===== src/rtl/sd_spi_byte_master.sv =====
// Byte-wide SPI mode-0 master for the SD card pins; chip select is a software-held level.
// Optional macro SD_SPI_FAST_EN: fast_sel picks FAST_DIV or SLOW_DIV per byte; otherwise every byte uses SLOW_DIV.
module sd_spi_byte_master #(
    parameter int SLOW_DIV = 64,
    parameter int FAST_DIV = 2
) (
    input  logic       clk_chipset,
    input  logic       reset,
    input  logic [7:0] wr_data,
    input  logic       start,
    input  logic       fast_sel,
    input  logic       cs_set,
    input  logic       cs_val,
    output logic       busy,
    output logic       done,
    output logic [7:0] rd_data,
    output logic       SD_n_CS,
    output logic       SD_CK,
    output logic       SD_DI,
    input  logic       SD_DO
);

    // Handshake: start and cs_set are honoured only in a cycle where busy=0
    // (IDLE, or the FIN cycle in which done is high); otherwise they are dropped.
    typedef enum logic [1:0] {IDLE, LOW, HIGH, FIN} state_t;

    localparam logic [7:0] SLOW_DIV8 = SLOW_DIV[7:0];

    state_t     state;
    logic [7:0] hc;
    logic [7:0] div_q;
    logic [6:0] tx_q;
    logic [7:0] rx_q;
    logic [2:0] bit_cnt;
    logic [7:0] sel_div;

`ifdef SD_SPI_FAST_EN
    localparam logic [7:0] FAST_DIV8 = FAST_DIV[7:0];
    assign sel_div = fast_sel ? FAST_DIV8 : SLOW_DIV8;
`else
    logic unused_cfg;
    assign sel_div    = SLOW_DIV8;
    assign unused_cfg = fast_sel ^ (FAST_DIV > 0);
`endif

    always_ff @(posedge clk_chipset or posedge reset) begin
        if (reset) begin
            state   <= IDLE;
            hc      <= 8'd0;
            div_q   <= 8'd0;
            tx_q    <= 7'd0;
            rx_q    <= 8'd0;
            bit_cnt <= 3'd0;
            busy    <= 1'b0;
            done    <= 1'b0;
            rd_data <= 8'hFF;
            SD_n_CS <= 1'b1;
            SD_CK   <= 1'b0;
            SD_DI   <= 1'b1;
        end else begin
            done <= 1'b0;
            case (state)
                // FIN is the done cycle; it accepts a new byte exactly like IDLE.
                IDLE, FIN: begin
                    if (cs_set) SD_n_CS <= ~cs_val;
                    if (start) begin
                        tx_q    <= wr_data[6:0];
                        div_q   <= sel_div;
                        hc      <= sel_div - 8'd1;
                        SD_DI   <= wr_data[7];
                        busy    <= 1'b1;
                        bit_cnt <= 3'd0;
                        state   <= LOW;
                    end else begin
                        state <= IDLE;
                    end
                end
                LOW: begin
                    if (hc == 8'd0) begin
                        SD_CK <= 1'b1;
                        rx_q  <= {rx_q[6:0], SD_DO};
                        hc    <= div_q - 8'd1;
                        state <= HIGH;
                    end else begin
                        hc <= hc - 8'd1;
                    end
                end
                HIGH: begin
                    if (hc == 8'd0) begin
                        SD_CK <= 1'b0;
                        hc    <= div_q - 8'd1;
                        if (bit_cnt == 3'd7) begin
                            // Result, done and busy are registered here so they
                            // appear together in the FIN cycle.
                            bit_cnt <= 3'd0;
                            rd_data <= rx_q;
                            done    <= 1'b1;
                            busy    <= 1'b0;
                            SD_DI   <= 1'b1;
                            state   <= FIN;
                        end else begin
                            bit_cnt <= bit_cnt + 3'd1;
                            SD_DI   <= tx_q[6];
                            tx_q    <= {tx_q[5:0], 1'b0};
                            state   <= LOW;
                        end
                    end else begin
                        hc <= hc - 8'd1;
                    end
                end
                default: state <= IDLE;
            endcase
        end
    end

endmodule


===== config.mk =====
export PLATFORM = sky130hd
export DESIGN_NAME = sd_spi_byte_master
export DESIGN_NICKNAME = d
export VERILOG_FILES = /design/src/rtl/sd_spi_byte_master.sv
export SDC_FILE = /design/constraint.sdc
export NUM_CORES = 1
export LEC_CHECK = 0
export ABC_AREA = 1
export CAP_MARGIN = 20
export CORE_MARGIN = 2
export CORE_UTILIZATION = 38
export CTS_CLUSTER_SIZE = 25
export DETAILED_ROUTE_END_ITERATION = 7
export PLACE_DENSITY = 0.69
export SETUP_SLACK_MARGIN = 0.15
export SYNTH_ARGS = -nofsm -noshare
export SYNTH_HDL_FRONTEND = slang
export SYNTH_SLANG_ARGS = --single-unit

===== constraint.sdc =====
create_clock -name clk_chipset -period 2.1 [get_ports clk_chipset]
set_clock_uncertainty 0.15 [all_clocks]
set_input_delay 0.21 -clock clk_chipset [delete_from_list [all_inputs] [get_ports clk_chipset]]
set_output_delay 0.21 -clock clk_chipset [all_outputs]
set_load 0.03 [all_outputs]

==> results of run 1 <==
## power groups by stage
stage               sequential (uW)  clock [uW]  combinational (uW)
floorplan                       830           0                23.2
global placement                831           0                55.9
CTS                             816         575                56.0
detailed placement              831           0                55.9
global route                    816         610                62.0
finish                          816         562                54.1
## flip-flops by register name, summed over array words and instances, names as in the netlist
register / count
div_q: 1
state: 2
SD_n_CS: 1
SD_CK: 1
tx_q: 7
rx_q: 8
rd_data: 8
done: 1
hc: 8
busy: 1
SD_DI: 1
bit_cnt: 3
## placed cells by master (no fill, tap or decap), types with 6 or more instances in the layout
master / netlist / routed
nand2_1: 93 / 93
dfrtp_1: 32 / 32
clkdlybuf4s50_1: 0 / 26
inv_1: 20 / 20
nor2_1: 19 / 19
buf_4: 1 / 11
dfstp_2: 10 / 10
o21ai_0: 8 / 8
a21oi_1: 7 / 7
nand4_1: 7 / 7
nand3_1: 6 / 6
ha_1: 6 / 6
## metal layers
metal / part of all wire / vias to the layer above
li1: - / 870
met1: 0.50 / 760
met2: 0.45 / 25
met3: 0.032 / 5
met4: 0.017 / 0
met5: 0 / -
## synth_stat cells, types with 5 or more instances
| master | instances |
|---|---|
| dfstp_2 | 10 |
| ha_1 | 6 |
| nand2_1 | 93 |
| nand3_1 | 6 |
| a21oi_1 | 7 |
| inv_1 | 20 |
| o21ai_0 | 8 |
| nand4_1 | 7 |
| nor2_4 | 5 |
| dfrtp_1 | 32 |
| nor2_1 | 19 |
## final timing paths
kind | cells past startpoint | startpoint | slack [ps] | to
setup / recovery | 1 | rd_data[2]$_DFFE_PP1P_ | 230 | rd_data[2]
hold / removal | 3 | reset | 180 | done$_DFF_PP0_
setup reg to reg | 7 | state[0]$_DFFE_PP0P_ | 250 | tx_q[4]$_DFFE_PP0P_
hold reg to reg | 2 | rd_data[5]$_DFFE_PP1P_ | 320 | rd_data[5]$_DFFE_PP1P_
max in group asynchronous | 3 | reset | 1250 | SD_DI$_DFFE_PP1P_
min in group clk_chipset | 3 | wr_data[0] | 290 | tx_q[0]$_DFFE_PP0P_
## cell families after synthesis
logic type / synth area share
xor+xnor: 0.0122
buf+inv: 0.0653
flops: 0.496
simple gates: 0.308
compound gates: 0.0840
fa+ha+maj: 0.0350
## area by class of cell
class,count,area (um2),share of cell area
Inverter,24,116,0.0438
Tap cell,72,90.1,0.0339
Timing Repair Buffer,37,343,0.129
Clock buffer,5,68.8,0.0259
Multi-Input combinational cell,180,948,0.357
Clock inverter,3,25.0,0.00943
Sequential cell,42,1060,0.401
## through the flow
stage | total power, uW | worst slack, ps | utilization
after floorplan | 853 | 452 | -
after global placement | 887 | 254 | 0.456
after detailed placement | 887 | 189 | 0.456
after CTS | 1450 | 181 | 0.473
after global routing | 1490 | 131 | 0.485
final | 1430 | 230 | 0.485
## timing repair
action,CTS,global route
setup buffers,0,8
hold buffers,0,0
setup endpoints to repair,0,10
==> results.md, run 1 <==
- #FFs+latches synth: 42
- Initial cell density of the core: 0.392
- Die W: between 70 and 80 um
- Drc violations: 0
- Clk sinks: 42
- Syn Nets: 269
- Chip height: about 79 um
- Drt pass-1 iters: 4
- Post-synth EDFFs: 0
- Mapped cell area: ~2100 um2
- Total grt overflow: 0
- Fraction of registers with async set/reset: 1.00
- Met1 usage: 0.194
- Fin crit share: 0.891
- Int Pwr: 1080 uW
- Hold Slack: 178 ps
- Setup TNS: 0 ps
- Critical path type: reg2out
- Num CTS Buffers: 5
- PortBufs: 26
- Status: completed
- Final setup fails: 0
- Ant. Diodes: 0
- Die area: 6260 um2
- Crit path arrival time: ~1500 ps
- Seq/Total Area, Yosys: 0.496
- Post-Layout Cell Count: 363
- Via density: 4.57
- Synth cell types: 28
- Ys flop type: dfrtp_1
- Area Overhead vs Synth: 23.7%
- Largest net degree at the start of global routing: 43
- Pwr Density: approximately 540 nW/um2
- Clock slew seen by the registers of the worst setup and hold paths: 90 ps
- Top-area cell type share of the netlist area: 0.373
- CP Cell Sequence: clkdlybuf4s50_1
- Vias in the first global route: roughly 1600
- Buffer levels on the longest clock path: 2
- H-Tree Depth: 2
- Number of cell rows: 27
- Clock share of power: 0.393
- CTS tree: built
- Initial antenna violation count: 0
- Critical Path Sink Type: output pin
- Max_cap viols: 0
- Gpl congestion: roughly 0.79
- Leakage power: roughly 0.0013 uW
- Routed via count: ~1700
- Final instance area: 2660 um2
- Placed instance count: approximately 350
- CP max-delay cell: clkdlybuf4s50_1
- Root Buffer: clkbuf_8
- Final Max Tran Viols: 0
- Total track usage: 0.144
- DR iter-0 viols: 103
- Final WL: just over 4000 um
- Area contributors post-synth: dfrtp_1 37%, nand2_1 16%, dfstp_2 12%, ha_1 3.5%, inv_1 3.5%
- Library cell with the largest summed area after synthesis: dfrtp_1
- GR peak layer: met2
- HPWL Detailed: between 2000 and 3000 um
- Crit path buf inv count: 1
- Share of layout cells above drive strength 1: 0.199
- Area of the core: approximately 5500 um2
- Crit path max-delay family: buffers and inverters
- Wirelength per Cell: between 10 and 15 um
- RSZ-0062 raised after global routing: true
- Clk Latency, worst-skew pair: a little over 300 ps
- Worst EP required: approximately 1700 ps
- Slew headroom: 0.658
- GR Layer Usage met3: 0.0307
- Critical path peak fanout: 2
- Worst Hold Class: in2async
- Final hold vios: 0
- Placed inst area: around 2500 um2
- Flop pwr share: 0.570
- Syn Inst Count: around 250
- I/O pins: 28
- Psw: between 300 and 400 uW
- Average cell area after synthesis: just under 9 um2
- First-pass GRT wire length: around 7000 um
- Sw Share: 0.246
- Comb pwr share: 0.038
- Post-cts resize count: 0
- Max VDD drop: 277 uV
- Slew @ Worst Pin: 514 ps
- Fmax: 0.535 GHz
- Routed Antenna Nets: 0
- Nets@finish: roughly 310
- GRT met2 Usage: 0.222
- Worst path max stage delay: between 600 and 700 ps
- CP startpoint kind: register
- Ys Warns: 0
- Post-route minimum period: ~1900 ps
- Filler Cell Count: ~530
No activity file was read; power rests on OpenSTA's default activity.
==> run 2, diff against run 1 <==
- CORE_UTILIZATION: 38 -> 54
- PLACE_DENSITY: 0.69 -> 0.88
- RECOVER_POWER: not set -> 25
==> results.md, run 2 (synthesized netlist as in run 1, its figures left out) <==
- Crit path arrival time: 1930 ps (was 1510 ps)
- CTS tree: built (unchanged)
- RSZ-0062 raised after global routing: false (was true)
- CP startpoint kind: register (unchanged)
- Clock slew seen by the registers of the worst setup and hold paths: 80 ps (was 90 ps)
- Leakage power: 0.00129 uW (about the same)
- Max_cap viols: 0 (unchanged)
- Initial cell density of the core: 0.573 (was 0.392)
- Routed via count: 1733 (was 1660)
- DR iter-0 viols: 85 (was 103)
- Die area: 4490 um2 (was 6260 um2)
- Hold buffer count at CTS: 0 (unchanged)
- Filler Cell Count: 290 (was 526)
- Ant. Diodes: 0 (unchanged)
- Slew @ Worst Pin: 987 ps (was 514 ps)
- Clk sinks: 42 (unchanged)
- Total grt overflow: 0 (unchanged)
- CP most frequent cell: o21ai_0
- Drc violations: 0 (unchanged)
- Root Buffer: clkbuf_8 (unchanged)
- CP max-delay cell: o21ai_0 (was clkdlybuf4s50_1)
- Worst Hold Class: in2reg (was in2async)
- Psw: 315 uW (was 352 uW)
- Commonest cells after routing, fill and taps aside: 93 x nand2_1, 32 x dfrtp_1, 25 x clkdlybuf4s50_1 (was 93 x nand2_1, 32 x dfrtp_1, 26 x clkdlybuf4s50_1)
- Final hold vios: 0 (unchanged)
- Die W: 67.0 um (was 79.1 um)
- Via density: 5.17 (was 4.57)
- Final Max Tran Viols: 0 (unchanged)
- CP Cell Sequence: inv_1, ha_2, buf_4, o21ai_0, nand2_1, o21ai_0 (was clkdlybuf4s50_1)
- Buffer levels on the longest clock path: 2 (unchanged)
- PortBufs: 26 (unchanged)
- Sw Share: 0.193 (was 0.246)
- Setup TNS: 0 ps (unchanged)
- Share of layout cells above drive strength 1: 0.192 (was 0.199)
- Critical path peak fanout: 9 (was 2)
- Comb pwr share: 0.033 (was 0.038)
- Routed Antenna Nets: 0 (unchanged)
- Critical path type: reg2reg (was reg2out)
- First-pass GRT wire length: 7360 um (was 7040 um)
- Wirelength per Cell: 12.8 um (was 11.4 um)
- Int Pwr: 1310 uW (was 1080 uW)
- Fmax: 0.524 GHz (was 0.535 GHz)
- Min-delay src: wr_data[0]
- Worst EP required: 2120 ps (was 1740 ps)
- Nets@finish: 307 (was 311)
- Post-Layout Cell Count: 335 (was 363)
- Hold Slack: 312 ps (was 178 ps)
- Clk Latency, worst-skew pair: 290 ps (was 310 ps)
- Status: completed (unchanged)
- H-Tree Depth: 2 (unchanged)
- Origin of the critical flop-to-flop path: state[0]$_DFFE_PP0P_ (unchanged)
- Reg-to-reg slack, setup: 190 ps (was 250 ps)
- Num CTS Buffers: 5 (unchanged)
- CP Capture Point: state[1]$_DFFE_PP0P_ (was rd_data[2])
- Final setup fails: 0 (unchanged)
- Slew headroom: 0.342 (was 0.658)
- Start point of the critical path: state[0]$_DFFE_PP0P_ (was rd_data[2]$_DFFE_PP1P_)
- Final WL: 4280 um (was 4120 um)
- Clock share of power: 0.466 (was 0.393)
- RR Endpoint: state[1]$_DFFE_PP0P_ (was tx_q[4]$_DFFE_PP0P_)
- Critical Path Sink Type: register (was output pin)
- Post-route minimum period: 1910 ps (was 1870 ps)
- Drt pass-1 iters: 4 (unchanged)
- Fin crit share: 0.909 (was 0.891)
- Gpl congestion: 0.825 (was 0.789)
- Chip height: 67.0 um (was 79.1 um)
- Largest registers: hc x8, rd_data x8, rx_q x8 (unchanged)
- Area of the core: 3740 um2 (was 5470 um2)
- R2R cell count: 6 (was 7)
- Initial antenna violation count: 0 (unchanged)
- Leading cell type in the layout, fill and taps excluded: nand2_1 (unchanged)
- HPWL Detailed: 2850 um (was 2760 um)
- Total track usage: 0.218 (was 0.144)
- I/O pins: 28 (unchanged)
- Largest net degree at the start of global routing: 43 (unchanged)
- Placed instance count: 322 (was 346)
- Area Overhead vs Synth: 23.6% (was 23.7%)
- Pwr Density: 614 nW/um2 (was 539 nW/um2)
- Flop pwr share: 0.501 (was 0.570)
- Worst path max stage delay: 430 ps (was 660 ps)
- Number of cell rows: 22 (was 27)
- Max VDD drop: 368 uV (was 277 uV)
- Vias in the first global route: 1686 (was 1568)
-- run 2: cell count changes in the layout (fill, tap and decap cells not counted) --
cell             delta
clkinvlp_4          -1
ha_1                -1
buf_12              +1
buf_4               -5
inv_6               -1
clkbuf_2            +1
ha_2                +1
bufinv_16           +2
dlygate4sd3_1       +1
clkdlybuf4s50_1     -1
nor2_2              -1
-- run 2: routing by layer --
layer  wire [um]  vias to the layer above  track usage  part of all wire
met5           0                        -            0                 0
met2        2130                       50        0.370              0.50
li1            -                      861            -                 -
met4          74                        0       0.0689             0.017
met1        1870                      812        0.275              0.44
met3         203                       10       0.0473             0.047
-- run 2: worst max-delay path: cells and delay by family (launching register included) --
family                   cells  cell delay (ps)
AND/OR/NAND/NOR              1              150
AO/OA/AOI/OAI                2              610
flip-flops                   1              380
adder cells (fa/ha/maj)      1              250
buffers and inverters        2              260
-- run 2: how the worst min path moves through the flow --
| stage | endpoint | slack, ps | depth (start not counted) |
|---|---|---|---|
| floorplan | SD_n_CS$_DFFE_PP1P_ | 130 | 1 |
| global placement | tx_q[6]$_DFFE_PP0P_ | 300 | 2 |
| detailed placement | rd_data[6]$_DFFE_PP1P_ | 300 | 2 |
| CTS | hc[6]$_DFFE_PP0P_ | 220 | 3 |
| global route | rd_data[4]$_DFFE_PP1P_ | 330 | 2 |
| finish | tx_q[0]$_DFFE_PP0P_ | 310 | 3 |
-- run 2: area by class of cell --
cell class	instances	area (um2)	area share
Clock buffer	5	68.8	0.0259
Clock inverter	3	68.8	0.0259
Inverter	24	116	0.0439
Multi-Input combinational cell	179	945	0.356
Sequential cell	42	1060	0.401
Tap cell	48	60.1	0.0226
Timing Repair Buffer	34	330	0.125
-- run 2: timing repair --
action	4_1_cts	5_1_grt
buffers inserted	0	5
resized for setup	0	1
setup endpoints to repair	0	15
-- run 2: power by group through the flow --
stage / clock network [uW] / registers [uW] / logic, uW
final: 760 / 816 / 53.7
after floorplan: 0 / 830 / 23.2
after global routing: 807 / 817 / 61.9
after global placement: 0 / 831 / 54.6
after CTS: 770 / 816 / 56.3
after detailed placement: 0 / 831 / 56.0
-- run 2: through the flow --
stage	utilization	setup slack, ps	power, uW	area [um2]
after floorplan	-	452	853	2150
after global placement	0.658	291	885	2460
after detailed placement	0.658	196	887	2460
after CTS	0.695	178	1640	2600
after global routing	0.709	70.8	1690	2650
final	0.709	191	1630	2650
